--- src/rtl/fetch_pkg.sv ---
// Shared types and constants for the instruction-fetch stage.
// Holds the fetch entry bundle, FSM state enum and default reset PC.
package fetch_pkg;

    localparam logic [31:0] FETCH_RESET_PC = 32'h0000_0000;
    localparam logic [31:0] NOP_INSTR      = 32'h0000_0013;

    typedef struct packed {
        logic [31:0] instruction;
        logic [31:0] pc;
    } fetch_entry_t;

    typedef enum logic {
        RUN,
        FLUSH
    } fetch_state_t;

endpackage

--- src/rtl/fetch_if.sv ---
// Fetch-stage bus bundle: imem request/response, redirect, decode output.
// master = fetch unit side, slave = memory/execute/decode side.
interface fetch_if;

    logic        imem_req_valid;
    logic        imem_req_ready;
    logic [31:0] imem_addr;
    logic        imem_resp_valid;
    logic [31:0] imem_resp_data;
    logic        redirect_valid;
    logic [31:0] redirect_pc;
    logic        out_valid;
    logic        out_ready;
    logic [31:0] out_instruction;
    logic [31:0] out_pc;
    logic        out_misaligned;

    modport master (
        output imem_req_valid, imem_addr,
        output out_valid, out_instruction,
        output out_pc, out_misaligned,
        input  imem_req_ready, imem_resp_valid,
        input  imem_resp_data, redirect_valid,
        input  redirect_pc, out_ready
    );

    modport slave (
        input  imem_req_valid, imem_addr,
        input  out_valid, out_instruction,
        input  out_pc, out_misaligned,
        output imem_req_ready, imem_resp_valid,
        output imem_resp_data, redirect_valid,
        output redirect_pc, out_ready
    );

endinterface

--- src/rtl/fetch_fifo.sv ---
// Synchronous FIFO of fetch entries with flush.
// Ports: i_push/i_data, i_pop, i_flush, o_head, o_count, o_full, o_empty.
module fetch_fifo
    import fetch_pkg::*;
#(
    parameter int DEPTH = 2
) (
    input  logic                 clk,
    input  logic                 rst_n,
    input  logic                 i_push,
    input  fetch_entry_t         i_data,
    input  logic                 i_pop,
    input  logic                 i_flush,
    output fetch_entry_t         o_head,
    output logic [$clog2(DEPTH):0] o_count,
    output logic                 o_full,
    output logic                 o_empty
);

    localparam int AW = $clog2(DEPTH);

    fetch_entry_t r_mem [DEPTH];
    logic [AW:0]  r_wptr;
    logic [AW:0]  r_rptr;

    assign o_count = r_wptr - r_rptr;
    assign o_empty = (r_wptr == r_rptr);
    assign o_full  = (r_wptr[AW] != r_rptr[AW]) &&
                     (r_wptr[AW-1:0] == r_rptr[AW-1:0]);
    assign o_head  = r_mem[r_rptr[AW-1:0]];

    always_ff @(posedge clk or negedge rst_n) begin
        if (!rst_n) begin
            r_wptr <= '0;
            r_rptr <= '0;
            for (int i = 0; i < DEPTH; i++) begin
                r_mem[i] <= '0;
            end
        end else if (i_flush) begin
            r_wptr <= '0;
            r_rptr <= '0;
        end else begin
            if (i_push) begin
                r_mem[r_wptr[AW-1:0]] <= i_data;
                r_wptr <= r_wptr + 1'b1;
            end
            if (i_pop) begin
                r_rptr <= r_rptr + 1'b1;
            end
        end
    end

endmodule

--- src/rtl/fetch_unit.sv ---
// Instruction fetch stage: PC, imem requests, buffer, redirect flush.
// Ports: clk, rst_n, bus (fetch_if.master). Option: FETCH_MISALIGN_CHECK_EN.
module fetch_unit
    import fetch_pkg::*;
#(
    parameter logic [31:0] RESET_PC   = FETCH_RESET_PC,
    parameter int          FIFO_DEPTH = 2
) (
    input  logic    clk,
    input  logic    rst_n,
    fetch_if.master bus
);

    localparam int OW = $clog2(FIFO_DEPTH + 1);
    localparam int CW = $clog2(FIFO_DEPTH) + 1;
    localparam int SW = ((OW > CW) ? OW : CW) + 1;

    fetch_state_t r_state;
    fetch_state_t w_state_nxt;
    logic [31:0]  r_req_pc;
    logic [31:0]  r_resp_pc;
    logic [OW-1:0] r_outstanding;
    logic [OW-1:0] r_drop_cnt;
    logic [OW-1:0] w_out_nxt;
    logic [SW-1:0] w_sum;
    logic [CW-1:0] w_count;
    logic          w_full;
    logic          w_empty;
    fetch_entry_t  w_head;
    fetch_entry_t  w_push_data;
    logic [31:0]   w_redir_pc;
    logic          w_redir;
    logic          w_resp;
    logic          w_req_valid;
    logic          w_req_fire;
    logic          w_out_valid;
    logic          w_pop;
    logic          w_keep;
    logic          w_drop;
    logic          w_hold;
    logic          w_byp;

    assign w_redir = bus.redirect_valid;
    assign w_resp  = bus.imem_resp_valid;

    // Credits cover both in-flight requests and buffered entries.
    assign w_sum       = SW'(r_outstanding) + SW'(w_count);
    assign w_req_valid = rst_n && !w_redir && !w_hold &&
                         (w_sum < SW'(FIFO_DEPTH));
    assign w_req_fire  = w_req_valid && bus.imem_req_ready;
    assign w_out_nxt   = r_outstanding + OW'(w_req_fire)
                       - OW'(w_resp);

    assign bus.imem_req_valid = w_req_valid;
    assign bus.imem_addr      = r_req_pc;

    assign w_out_valid   = (!w_empty || w_byp) && !w_redir;
    assign bus.out_valid = w_out_valid;
    assign w_pop = w_out_valid && bus.out_ready && !w_byp;

    assign w_push_data.instruction = bus.imem_resp_data;
    assign w_push_data.pc          = r_resp_pc;

    always_ff @(posedge clk or negedge rst_n) begin
        if (!rst_n) begin
            r_state <= RUN;
        end else begin
            r_state <= w_state_nxt;
        end
    end

    // Stale responses count down in FLUSH; new ones queue behind them.
    always_comb begin
        w_state_nxt = r_state;
        unique case (r_state)
            RUN: begin
                if (w_redir && (w_out_nxt != '0)) begin
                    w_state_nxt = FLUSH;
                end
            end
            FLUSH: begin
                if (w_redir) begin
                    w_state_nxt = (w_out_nxt != '0) ? FLUSH : RUN;
                end else if (w_resp && (r_drop_cnt == OW'(1))) begin
                    w_state_nxt = RUN;
                end
            end
        endcase
    end

    // A response in the redirect cycle is always stale.
    always_comb begin
        w_keep = 1'b0;
        w_drop = 1'b0;
        unique case (1'b1)
            w_redir: w_drop = 1'b0;
            (!w_redir && r_state == FLUSH): w_drop = w_resp;
            (!w_redir && r_state == RUN):   w_keep = w_resp;
        endcase
    end

    always_ff @(posedge clk or negedge rst_n) begin
        if (!rst_n) begin
            r_req_pc      <= RESET_PC;
            r_resp_pc     <= RESET_PC;
            r_outstanding <= '0;
            r_drop_cnt    <= '0;
        end else begin
            r_outstanding <= w_out_nxt;
            if (w_redir) begin
                r_req_pc   <= w_redir_pc;
                r_resp_pc  <= w_redir_pc;
                r_drop_cnt <= w_out_nxt;
            end else begin
                if (w_req_fire) begin
                    r_req_pc <= r_req_pc + 32'd4;
                end
                if (w_keep) begin
                    r_resp_pc <= r_resp_pc + 32'd4;
                end
                if (w_drop) begin
                    r_drop_cnt <= r_drop_cnt - OW'(1);
                end
            end
        end
    end

    fetch_fifo #(
        .DEPTH (FIFO_DEPTH)
    ) u_fifo (
        .clk     (clk),
        .rst_n   (rst_n),
        .i_push  (w_keep),
        .i_data  (w_push_data),
        .i_pop   (w_pop),
        .i_flush (w_redir),
        .o_head  (w_head),
        .o_count (w_count),
        .o_full  (w_full),
        .o_empty (w_empty)
    );

`ifdef FETCH_MISALIGN_CHECK_EN
    logic        r_mis;
    logic        r_mis_pend;
    logic [31:0] r_mis_pc;

    assign w_redir_pc = bus.redirect_pc;
    assign w_hold     = r_mis;
    assign w_byp      = r_mis_pend;

    // Sticky flag blocks fetch; one nop entry reports the fault.
    always_ff @(posedge clk or negedge rst_n) begin
        if (!rst_n) begin
            r_mis      <= 1'b0;
            r_mis_pend <= 1'b0;
            r_mis_pc   <= '0;
        end else if (w_redir) begin
            r_mis      <= |bus.redirect_pc[1:0];
            r_mis_pend <= |bus.redirect_pc[1:0];
            r_mis_pc   <= bus.redirect_pc;
        end else if (r_mis_pend && w_out_valid && bus.out_ready) begin
            r_mis_pend <= 1'b0;
        end
    end

    assign bus.out_instruction = r_mis_pend ? NOP_INSTR
                                            : w_head.instruction;
    assign bus.out_pc          = r_mis_pend ? r_mis_pc : w_head.pc;
    assign bus.out_misaligned  = r_mis_pend;
`else
    assign w_redir_pc          = bus.redirect_pc & ~32'h3;
    assign w_hold              = 1'b0;
    assign w_byp               = 1'b0;
    assign bus.out_instruction = w_head.instruction;
    assign bus.out_pc          = w_head.pc;
    assign bus.out_misaligned  = 1'b0;
`endif

    a_no_overflow: assert property (
        @(posedge clk) disable iff (!rst_n)
        !(bus.imem_resp_valid && w_full)
    );

endmodule

--- src/flat_wrapper.sv ---
// flat-port wrapper written by rule: the top's interface ports become plain ports
module fetch_unit_flat import fetch_pkg::*;
#(
    parameter logic [31:0] RESET_PC   = FETCH_RESET_PC,
    parameter int          FIFO_DEPTH = 2
)
  (clk, rst_n, bus_imem_req_valid, bus_imem_addr, bus_out_valid, bus_out_instruction, bus_out_pc, bus_out_misaligned, bus_imem_req_ready, bus_imem_resp_valid, bus_imem_resp_data, bus_redirect_valid, bus_redirect_pc, bus_out_ready);
  fetch_if bus_i ();
  input  logic clk;
  input  logic rst_n;
  output wire logic [$bits(bus_i.imem_req_valid)-1:0] bus_imem_req_valid;
  output wire logic [$bits(bus_i.imem_addr)-1:0] bus_imem_addr;
  output wire logic [$bits(bus_i.out_valid)-1:0] bus_out_valid;
  output wire logic [$bits(bus_i.out_instruction)-1:0] bus_out_instruction;
  output wire logic [$bits(bus_i.out_pc)-1:0] bus_out_pc;
  output wire logic [$bits(bus_i.out_misaligned)-1:0] bus_out_misaligned;
  input wire logic [$bits(bus_i.imem_req_ready)-1:0] bus_imem_req_ready;
  input wire logic [$bits(bus_i.imem_resp_valid)-1:0] bus_imem_resp_valid;
  input wire logic [$bits(bus_i.imem_resp_data)-1:0] bus_imem_resp_data;
  input wire logic [$bits(bus_i.redirect_valid)-1:0] bus_redirect_valid;
  input wire logic [$bits(bus_i.redirect_pc)-1:0] bus_redirect_pc;
  input wire logic [$bits(bus_i.out_ready)-1:0] bus_out_ready;
  assign bus_imem_req_valid = bus_i.imem_req_valid;
  assign bus_imem_addr = bus_i.imem_addr;
  assign bus_out_valid = bus_i.out_valid;
  assign bus_out_instruction = bus_i.out_instruction;
  assign bus_out_pc = bus_i.out_pc;
  assign bus_out_misaligned = bus_i.out_misaligned;
  assign bus_i.imem_req_ready = bus_imem_req_ready;
  assign bus_i.imem_resp_valid = bus_imem_resp_valid;
  assign bus_i.imem_resp_data = bus_imem_resp_data;
  assign bus_i.redirect_valid = bus_redirect_valid;
  assign bus_i.redirect_pc = bus_redirect_pc;
  assign bus_i.out_ready = bus_out_ready;
  fetch_unit #(.RESET_PC(RESET_PC), .FIFO_DEPTH(FIFO_DEPTH)) u_core (.clk(clk), .rst_n(rst_n), .bus(bus_i));
endmodule
--- config.mk ---
export PLATFORM = sky130hd
export DESIGN_NAME = fetch_unit_flat
export DESIGN_NICKNAME = d
export VERILOG_FILES = /design/src/rtl/fetch_pkg.sv /design/src/rtl/fetch_if.sv /design/src/rtl/fetch_fifo.sv /design/src/rtl/fetch_unit.sv /design/src/flat_wrapper.sv
export SDC_FILE = /design/constraint.sdc
export NUM_CORES = 1
export LEC_CHECK = 0
export CAP_MARGIN = 20
export CORE_ASPECT_RATIO = 1.5
export CORE_MARGIN = 3
export CORE_UTILIZATION = 54
export CTS_CLUSTER_SIZE = 16
export DETAILED_ROUTE_END_ITERATION = 7
export GPL_TIMING_DRIVEN = 0
export PLACE_DENSITY = 0.81
export SYNTH_ARGS = -nofsm -noshare
export SYNTH_HDL_FRONTEND = slang
export SYNTH_HIERARCHICAL = 1
export SYNTH_SLANG_ARGS = --single-unit
--- constraint.sdc ---
create_clock -name clk -period 3.5 [get_ports clk]
set_input_delay 0.7 -clock clk [delete_from_list [all_inputs] [get_ports clk]]
set_output_delay 0.7 -clock clk [all_outputs]
set_load 0.1 [all_outputs]
* Yosys cells after proc, flatten, opt, wreduce, memory -nomap -nowiden
Index checks and enable logic that the tools add are counted.
** Cells by class
- $add $sub $neg :: 9
- $lt $le $gt $ge :: 4
- Equality and inequality tests :: 2
- Mux-type cells :: 23
- Bitwise operators :: 4
- Reduce and logical (&&, ||, !) cells :: 18
** Operators by type and width (number)
- $mux W64 :: 4
- $bwmux W128 :: 1
- $mux W32 :: 4
- $add A32 B3 Y32 const B :: 2
- $demux W64 S1 :: 1
- $mux W2 :: 6
- $logic_and A1 B1 Y1 :: 10
- $reduce_bool A2 Y1 :: 5
- $mux W1 :: 6
- $add A2 B1 Y2 const B :: 2
- $ge A2 B2 Y1 const B :: 2
- $not A1 Y2 :: 2
- $add A2 B2 Y3 :: 1
- $lt A3 B2 Y1 const B :: 1
- $add A2 B1 Y2 :: 1
- $eq A2 B1 Y1 const B :: 1
- $eq A2 B2 Y1 :: 1
- $logic_not A1 Y1 :: 2
- $lt A2 B1 Y1 const B :: 1
- $not A1 Y1 :: 2
- $pmux W1 S2 :: 1
- $reduce_and A2 Y1 :: 1
- $sub A2 B1 Y2 :: 1
- $sub A2 B1 Y2 const B :: 1
- $sub A2 B2 Y2 :: 1
** Word-level totals
- Flip-flop bits (word level) :: 201
- Output and inout port bits :: 99
- Word-level logic and storage cells :: 71

* Longest topological paths before layout
Gate-level depths: netlist of the first run.
- Depth after elaboration :: 11
- Gate-level depth with buffers :: 14
- Gate-level depth less buffers :: 14

* Modules after synthesis
Netlist of the first run, hierarchy kept.
** Modules (own cells, without submodules)
- fetch_fifo :: instances 1, cells an instance 364, area an instance 6163.4 um^2, seq. area each 3303.2 um^2
- fetch_unit :: instances 1, cells an instance 373, area an instance 3774.9 um^2, seq. area each 1626.6 um^2

* Least setup slack after synthesis of the first run
No wires, ideal clock.
- Kind :: flip-flop to flip-flop
- Start :: register u_core.u_fifo.r_wptr[0]
- End :: register u_core.r_state
- Setup time :: 77 ps
- Arrival time :: 3730 ps
- Required time :: 3423 ps
- Path slack :: -308 ps
- Stages on the path, launching flop included :: 15
- Cells stage by stage :: dfrtp_1 > inv_1 > ha_1 > inv_1 > and2_1 > fa_1 > nor4b_4 > nand2_1 > ha_1 > inv_1 > ha_1 > xnor2_1 > xnor2_1 > nor2_1 > a21oi_1
** On the way
- Cells in the longest elaborated chain, start to end :: 11
** RTL lines
- from (decl) :: RTL line fetch_fifo.sv:23 : logic [AW:0] r_wptr;
- from (signal assigned) :: RTL line fetch_fifo.sv:45 : r_wptr <= r_wptr + 1'b1;
- $sub A2 B2 Y2 (*) :: RTL line fetch_fifo.sv:26 : assign o_count = r_wptr - r_rptr;
- named net u_core.w_count[0] :: RTL line fetch_unit.sv:26 : logic [CW-1:0] w_count;
- $add A2 B2 Y3 (*) :: RTL line fetch_unit.sv:47 : assign w_sum = SW'(r_outstanding) + SW'(w_count);
- $lt A3 B2 Y1 (*) :: RTL line fetch_unit.sv:49 : (w_sum < SW'(FIFO_DEPTH));
- $logic_and A1 B1 Y1 (*) :: RTL line fetch_unit.sv:48 : assign w_req_valid = rst_n && !w_redir && !w_hold &&
- named net bus_imem_req_valid :: RTL line flat_wrapper.sv:11 : output wire logic [$bits(bus_i.imem_req_valid)-1:0] bus_imem_req_valid;
- $logic_and A1 B1 Y1 (*) :: RTL line fetch_unit.sv:50 : assign w_req_fire = w_req_valid && bus.imem_req_ready;
- $add A2 B1 Y2 (*) :: RTL line fetch_unit.sv:51 : assign w_out_nxt = r_outstanding + OW'(w_req_fire)
- $sub A2 B1 Y2 (*) :: RTL line fetch_unit.sv:52 : - OW'(w_resp);
- named net u_core.w_out_nxt[1] :: RTL line fetch_unit.sv:24 : logic [OW-1:0] w_out_nxt;
- $reduce_bool A2 Y1 (*) :: RTL line fetch_unit.sv:77, fetch_unit.sv:83
- $mux W1 or $logic_and A1 B1 Y1 (tied branches) :: RTL line fetch_unit.sv:83, fetch_unit.sv:77
- $mux W1 (on tied branches) :: RTL line fetch_unit.sv:82, fetch_unit.sv:77
- $pmux W1 S2 (*) :: RTL line fetch_unit.sv:75 : unique case (r_state)
- named net u_core.w_state_nxt :: RTL line fetch_unit.sv:19 : fetch_state_t w_state_nxt;
- to (signal assigned) :: RTL line fetch_unit.sv:68 : r_state <= w_state_nxt;
- to (decl) :: RTL line fetch_unit.sv:18 : fetch_state_t r_state;
Mark *: on every way through the listed nets, which the timed path passes. The rest lies on a longest branch.
A chain may end at the register's enable or synchronous reset.

* Worst setup path after layout of the first run
- Start :: input bus_redirect_valid
- End :: output bus_out_valid
** On the way
- Cells in the longest elaborated chain, start to end :: 2
** RTL lines
- from (decl) :: RTL line flat_wrapper.sv:20 : input wire logic [$bits(bus_i.redirect_valid)-1:0] bus_redirect_valid;
- $logic_not A1 Y1 :: RTL line fetch_unit.sv:57 : assign w_out_valid = (!w_empty || w_byp) && !w_redir;
- $logic_and A1 B1 Y1 :: RTL line fetch_unit.sv:57
- to (decl) :: RTL line flat_wrapper.sv:13 : output wire logic [$bits(bus_i.out_valid)-1:0] bus_out_valid;
Every way passes these cells.

==> impl_metrics.toml, run 1 <==
[pwr]
irDropWorstVdd_uv = 674
p_per_area_nw_per_um2 = 884
cellLeakagePower_uw = 0.00554

[floorplanning]
initial_core_util = 0.551
rows = 60
die_width_um = 117
die-height_um = 172
die_area_um2 = 20100
core_um2 = 18000
ios = 169

[global_route]
grt_pass1_wl_mm = 35.0
grtUsageTotal = 0.224
antenna_found_initial = 0
gr-total-overflow = 0
grt_max_degree = 126
grt_pass1_vias = 6744

[timing]
tns_ns = 0
period_needed_ns = 3.39
finalSetupViolCount = 0
min_period_over_period = 0.969
rsz0062_at_grt = "false"
slew_headroom = 0.322
fin_worst_skew_ns = 0.0115
tightest_slew_ns = 1.01
final-max-slew-violation-count = 0
finalHoldViolCount = 0
max_freq_ghz = 0.295
layout_setup_ws_ns = 0.108

[setup_path]
worstSetupEndpoint = "bus_out_valid"
end_kind = "output pin"
worstSetupPathType = "in2out"
r2r-end = "u_core/bus.imem_addr[29]"
ff2ff_setup_slack_ns = 0.24
worstReg2RegStart = "u_core/u_fifo/r_wptr[0]"
worstPathRequired_ns = 2.80
startpoint_type = "input port"
ff2ff_path_depth = 11
cp_max_fo = 13
critPathLaunch = "bus_redirect_valid"
critPathArrivalTime_ns = 2.69

[placement]
io_buffers = 163
post-place-ws_ns = -0.426
dp_hpwl_mm = 15.9
place_congestion = 0.932

[min_path]
hold_class = "in2async"

[yosys]
yosys_warnings = 6
synth_area_um2 = 9930
syn_avg_cell_area_um2 = 13.5
synthCells = 736

[clocking]
htree_levels = 4
cts_inserted_buffers = 17
clk_path_buf_depth = 2
clk_pin_slew_ns = 0.07
hold_buffers = 0
clock_sinks = 197
tritoncts = "yes"
clockRootBuffer = "clkbuf_16"
clock_latency_ns = 0.42

[job]
maxCapViolations = 0

[final_layout]
nets = 1002
n_antenna_cell = 0
area_growth_pct = 25.7
final_common_cell = "dfrtp_1"
layout_common_cells = "dfrtp_1, mux2_2, clkdlybuf4s50_1"
drive_gt1_frac = 0.319

[routing]
vias_per_cell = 5.50
vias = 6348
post_drt_wl_per_cell_um = 19.1
ant_nets = 0
drc = 0
drtIter0Drc = 353
finalWirelength_mm = 22.0
firstDrtPassIters = 7

[run_status]
outcome = "complete, no violations"
layout make-up:
type	instances	area [um^2]
repair buffers	164	1630
plain buffers	34	365
fillers	1352	5530
clock inverters	12	170
clock buffers	19	443
multi-input cells	503	4650
flip-flops and latches	197	4930
inverters	8	30.0
well taps	217	272
how the worst min path moves through the flow:
stage                            start                  endpoint  depth (start not counted)
2_1_floorplan                    rst_n  u_core/bus.imem_addr[10]                          0
3_3_place_gp    u_core/u_fifo/r_mem[0]    u_core/u_fifo/r_mem[0]                          1
5_1_grt                          rst_n  u_core/u_fifo/r_mem[100]                          1
4_1_cts                          rst_n  u_core/u_fifo/r_mem[103]                          1
6_report                         rst_n  u_core/u_fifo/r_mem[100]                          1
3_5_place_dp   u_core/u_fifo/r_mem[63]   u_core/u_fifo/r_mem[63]                          1
where the power goes:
part	total [uW]	internal, uW	leakage (uW)	switching, uW
combinational	5690	1680	0.00279	4010
clock	2030	1160	0.000297	874
sequential	3330	2920	0.00245	413
critical path: stages:
cell and delay (ns):
clkdlybuf4s50_1 0.80, nor2_1 0.27, dlygate4sd2_1 0.91
layer usage:
| layer | share of wire | GRT usage | vias up | wire [um] |
|---|---|---|---|---|
| met3 | 0.039 | 0.0336 | 34 | 860 |
| met5 | 0 | 0 | - | 0 |
| met2 | 0.53 | 0.390 | 164 | 11700 |
| met4 | 0.026 | 0.0928 | 0 | 580 |
| li1 | - | - | 3005 | - |
| met1 | 0.40 | 0.274 | 3145 | 8870 |
per-stage QoR:
stage                     area [um^2]  power, uW   util  std cells  hold WS, ns
after floorplan                  9970       7890      -        742        0.404
after global placement          11900       9110  0.659       1122        0.482
after detailed placement        11900       9190  0.661       1123        0.488
after CTS                       12500      11100  0.693       1154        0.417
after global routing            12500      11500  0.693       1154        0.460
final                           12500      11000  0.693       1154        0.393
flip-flops by register name, indices dropped and copies added, names as in the netlist:
name                  cells
u_core/u_fifo/r_rptr      2
u_core/r_resp_pc         30
u_core/r_state            1
u_core/u_fifo/r_wptr      2
u_core/r_outstanding      2
u_core/u_fifo/r_mem     128
u_core/r_drop_cnt         2
u_core/bus.imem_addr     30
repair_timing:
action / in CTS / in global routing
hold endpoints to repair: 0 / 0
resized for setup: 34 / 2
endpoints found under the setup margin: 29 / 2
setup buffers: 0 / 0
No activity file was read; power rests on OpenSTA's default activity.
==> inputs of run 2 (changes only) <==
Settings changed: CORE_ASPECT_RATIO 1.5 to 1.75.
==> run 2 against run 1 <==
  * Die area increased by 0.15%
  * Sequential share of layout area about the same
  * Clock power decreased by 5%
  * Sequential power about the same
  * Maximum frequency increased by 0.27%
  * Power decreased by 0.80%
  * Routed wire length increased by 2.7%
  * Register-to-register slack got worse by 0.08 ns
  * Non-clock buffer count unchanged
  * Combinational power about the same
  * Global-route usage increased by 0.87 points
  * Critical endpoint unchanged
  * Largest cell class unchanged
==> impl_metrics.toml, run 2 (synthesis gave the netlist of run 1 again) <==
[timing]
min_period_over_period = 0.967
finalHoldViolCount = 0
fin_worst_skew_ns = 0.0100
period_needed_ns = 3.38
final-max-slew-violation-count = 0
whs_ns = 0.243
tightest_slew_ns = 1.02
finalSetupViolCount = 0
slew_headroom = 0.317
rsz0062_at_grt = "false"
layout_setup_ws_ns = 0.117
max_freq_ghz = 0.296

[floorplanning]
ios = 169
rows = 65
initial_core_util = 0.550
die_width_um = 109
die_area_um2 = 20100
core_um2 = 18100
die-height_um = 185

[routing]
vias = 6542
drc = 0
finalWirelength_mm = 22.6
vias_per_cell = 5.58
firstDrtPassIters = 5
post_drt_wl_per_cell_um = 19.3
ant_nets = 0
drtIter0Drc = 318

[clocking]
clk_pin_slew_ns = 0.07
clockRootBuffer = "clkbuf_16"
clock_latency_ns = 0.42
tritoncts = "yes"
cts_inserted_buffers = 17
htree_levels = 4
clk_path_buf_depth = 2
clock_sinks = 197
post_cts_buffers = 0

[final_layout]
final_common_cell = "dfrtp_1"
layout_common_cells = "dfrtp_1, mux2_2, clkdlybuf4s50_1"
area_growth_pct = 25.7
design_area_um2 = 12500
largest_register = "u_core/u_fifo/r_mem"
nets = 1002
n_antenna_cell = 0
drive_gt1_frac = 0.319
largest_register_ffs = 128

[placement]
post-place-ws_ns = -0.562
io_buffers = 163
dp_hpwl_mm = 16.7
place_congestion = 0.942
placed_cell_area_um2 = 11900

[setup_path]
crit_chain = "clkdlybuf4s50_1, nor2_1, dlygate4sd2_1"
end_kind = "output pin"
startpoint_type = "input port"
path_buf_inv = 2
cp_max_fo = 13
worstPathRequired_ns = 2.80
crit_path_max_incr_delay_ns = 0.90
critPathArrivalTime_ns = 2.68
worstSetupPathType = "in2out"
worst_path_max_delay_cell = "dlygate4sd2_1"
cp_top_family = "buffers and inverters"

[global_route]
grtUsageTotal = 0.233
gr-total-overflow = 0
grt_pass1_wl_mm = 36.1
grt_max_degree = 125
antenna_found_initial = 0
grt_pass1_vias = 6970

[pwr]
cellLeakagePower_uw = 0.00553
irDropWorstVdd_uv = 773
p_per_area_nw_per_um2 = 878

[run_status]
outcome = "complete, no violations"

[min_path]
hold_class = "in2async"

[job]
maxCapViolations = 0
run 2: area by class of cell:
| class | count | area [um^2] |
|---|---|---|
| Buffer | 34 | 365 |
| Clock buffer | 23 | 478 |
| Inverter | 8 | 30.0 |
| Tap cell | 234 | 293 |
| Timing Repair Buffer | 164 | 1630 |
| Multi-Input combinational cell | 503 | 4660 |
| Fill cell | 1370 | 5570 |
| Sequential cell | 197 | 4930 |
| Clock inverter | 9 | 101 |
run 2: power by group:
| group | switching, uW | leakage [uW] | total (uW) | internal, uW |
|---|---|---|---|---|
| Sequential | 417 | 0.00245 | 3330 | 2920 |
| Combinational | 4020 | 0.00279 | 5700 | 1680 |
| Clock | 820 | 0.000287 | 1930 | 1110 |
run 2: path summary, 6_finish.rpt:
kind | slack (ns) | from | to | depth (start not counted)
worst max-delay path | 0.12 | bus_redirect_valid | bus_out_valid | 3
max in group asynchronous | 2.24 | rst_n | u_core/r_resp_pc[9] | 2
min in group clk | 0.50 | u_core/u_fifo/r_mem[92] | u_core/u_fifo/r_mem[92] | 1
worst min-delay path | 0.24 | rst_n | u_core/u_fifo/r_mem[38] | 1
worst min register to register | 0.50 | u_core/u_fifo/r_mem[92] | u_core/u_fifo/r_mem[92] | 1
worst max register to register | 0.16 | u_core/u_fifo/r_wptr[0] | u_core/bus.imem_addr[28] | 10
run 2: what timing repair did:
item / 4_1_cts / 5_1_grt
setup endpoints to repair: 29 / 4
hold buffers: 0 / 0
resized for setup: 34 / 3
run 2: worst register-to-register path, delay by kind of cell (launching register included):
kind                       cells  cell delay (ns)
and+or+nand+nor                3             1.10
adders and majority gates      2             0.75
DFF                            1             0.46
xor gates and xnor gates       2             0.39
muxes                          1             0.28
buffers and inverters          2             0.25
run 2: per-stage QoR:
step	instances	util	TNS [ns]	total power, uW
finish	1172	0.691	0	11000
CTS	1172	0.691	0	11000
floorplan	742	-	-1.03	7890
detailed placement	1140	0.661	-1.05	9210
global placement	1139	0.659	-1519.42	9130
global route	1172	0.691	0	11400
run 2: metal layers:
metal,up-vias,part of all wire,track usage
li1,2992,-,-
met1,3302,0.37,0.261
met2,197,0.55,0.431
met3,51,0.036,0.0349
met4,0,0.040,0.0986
met5,-,0,0
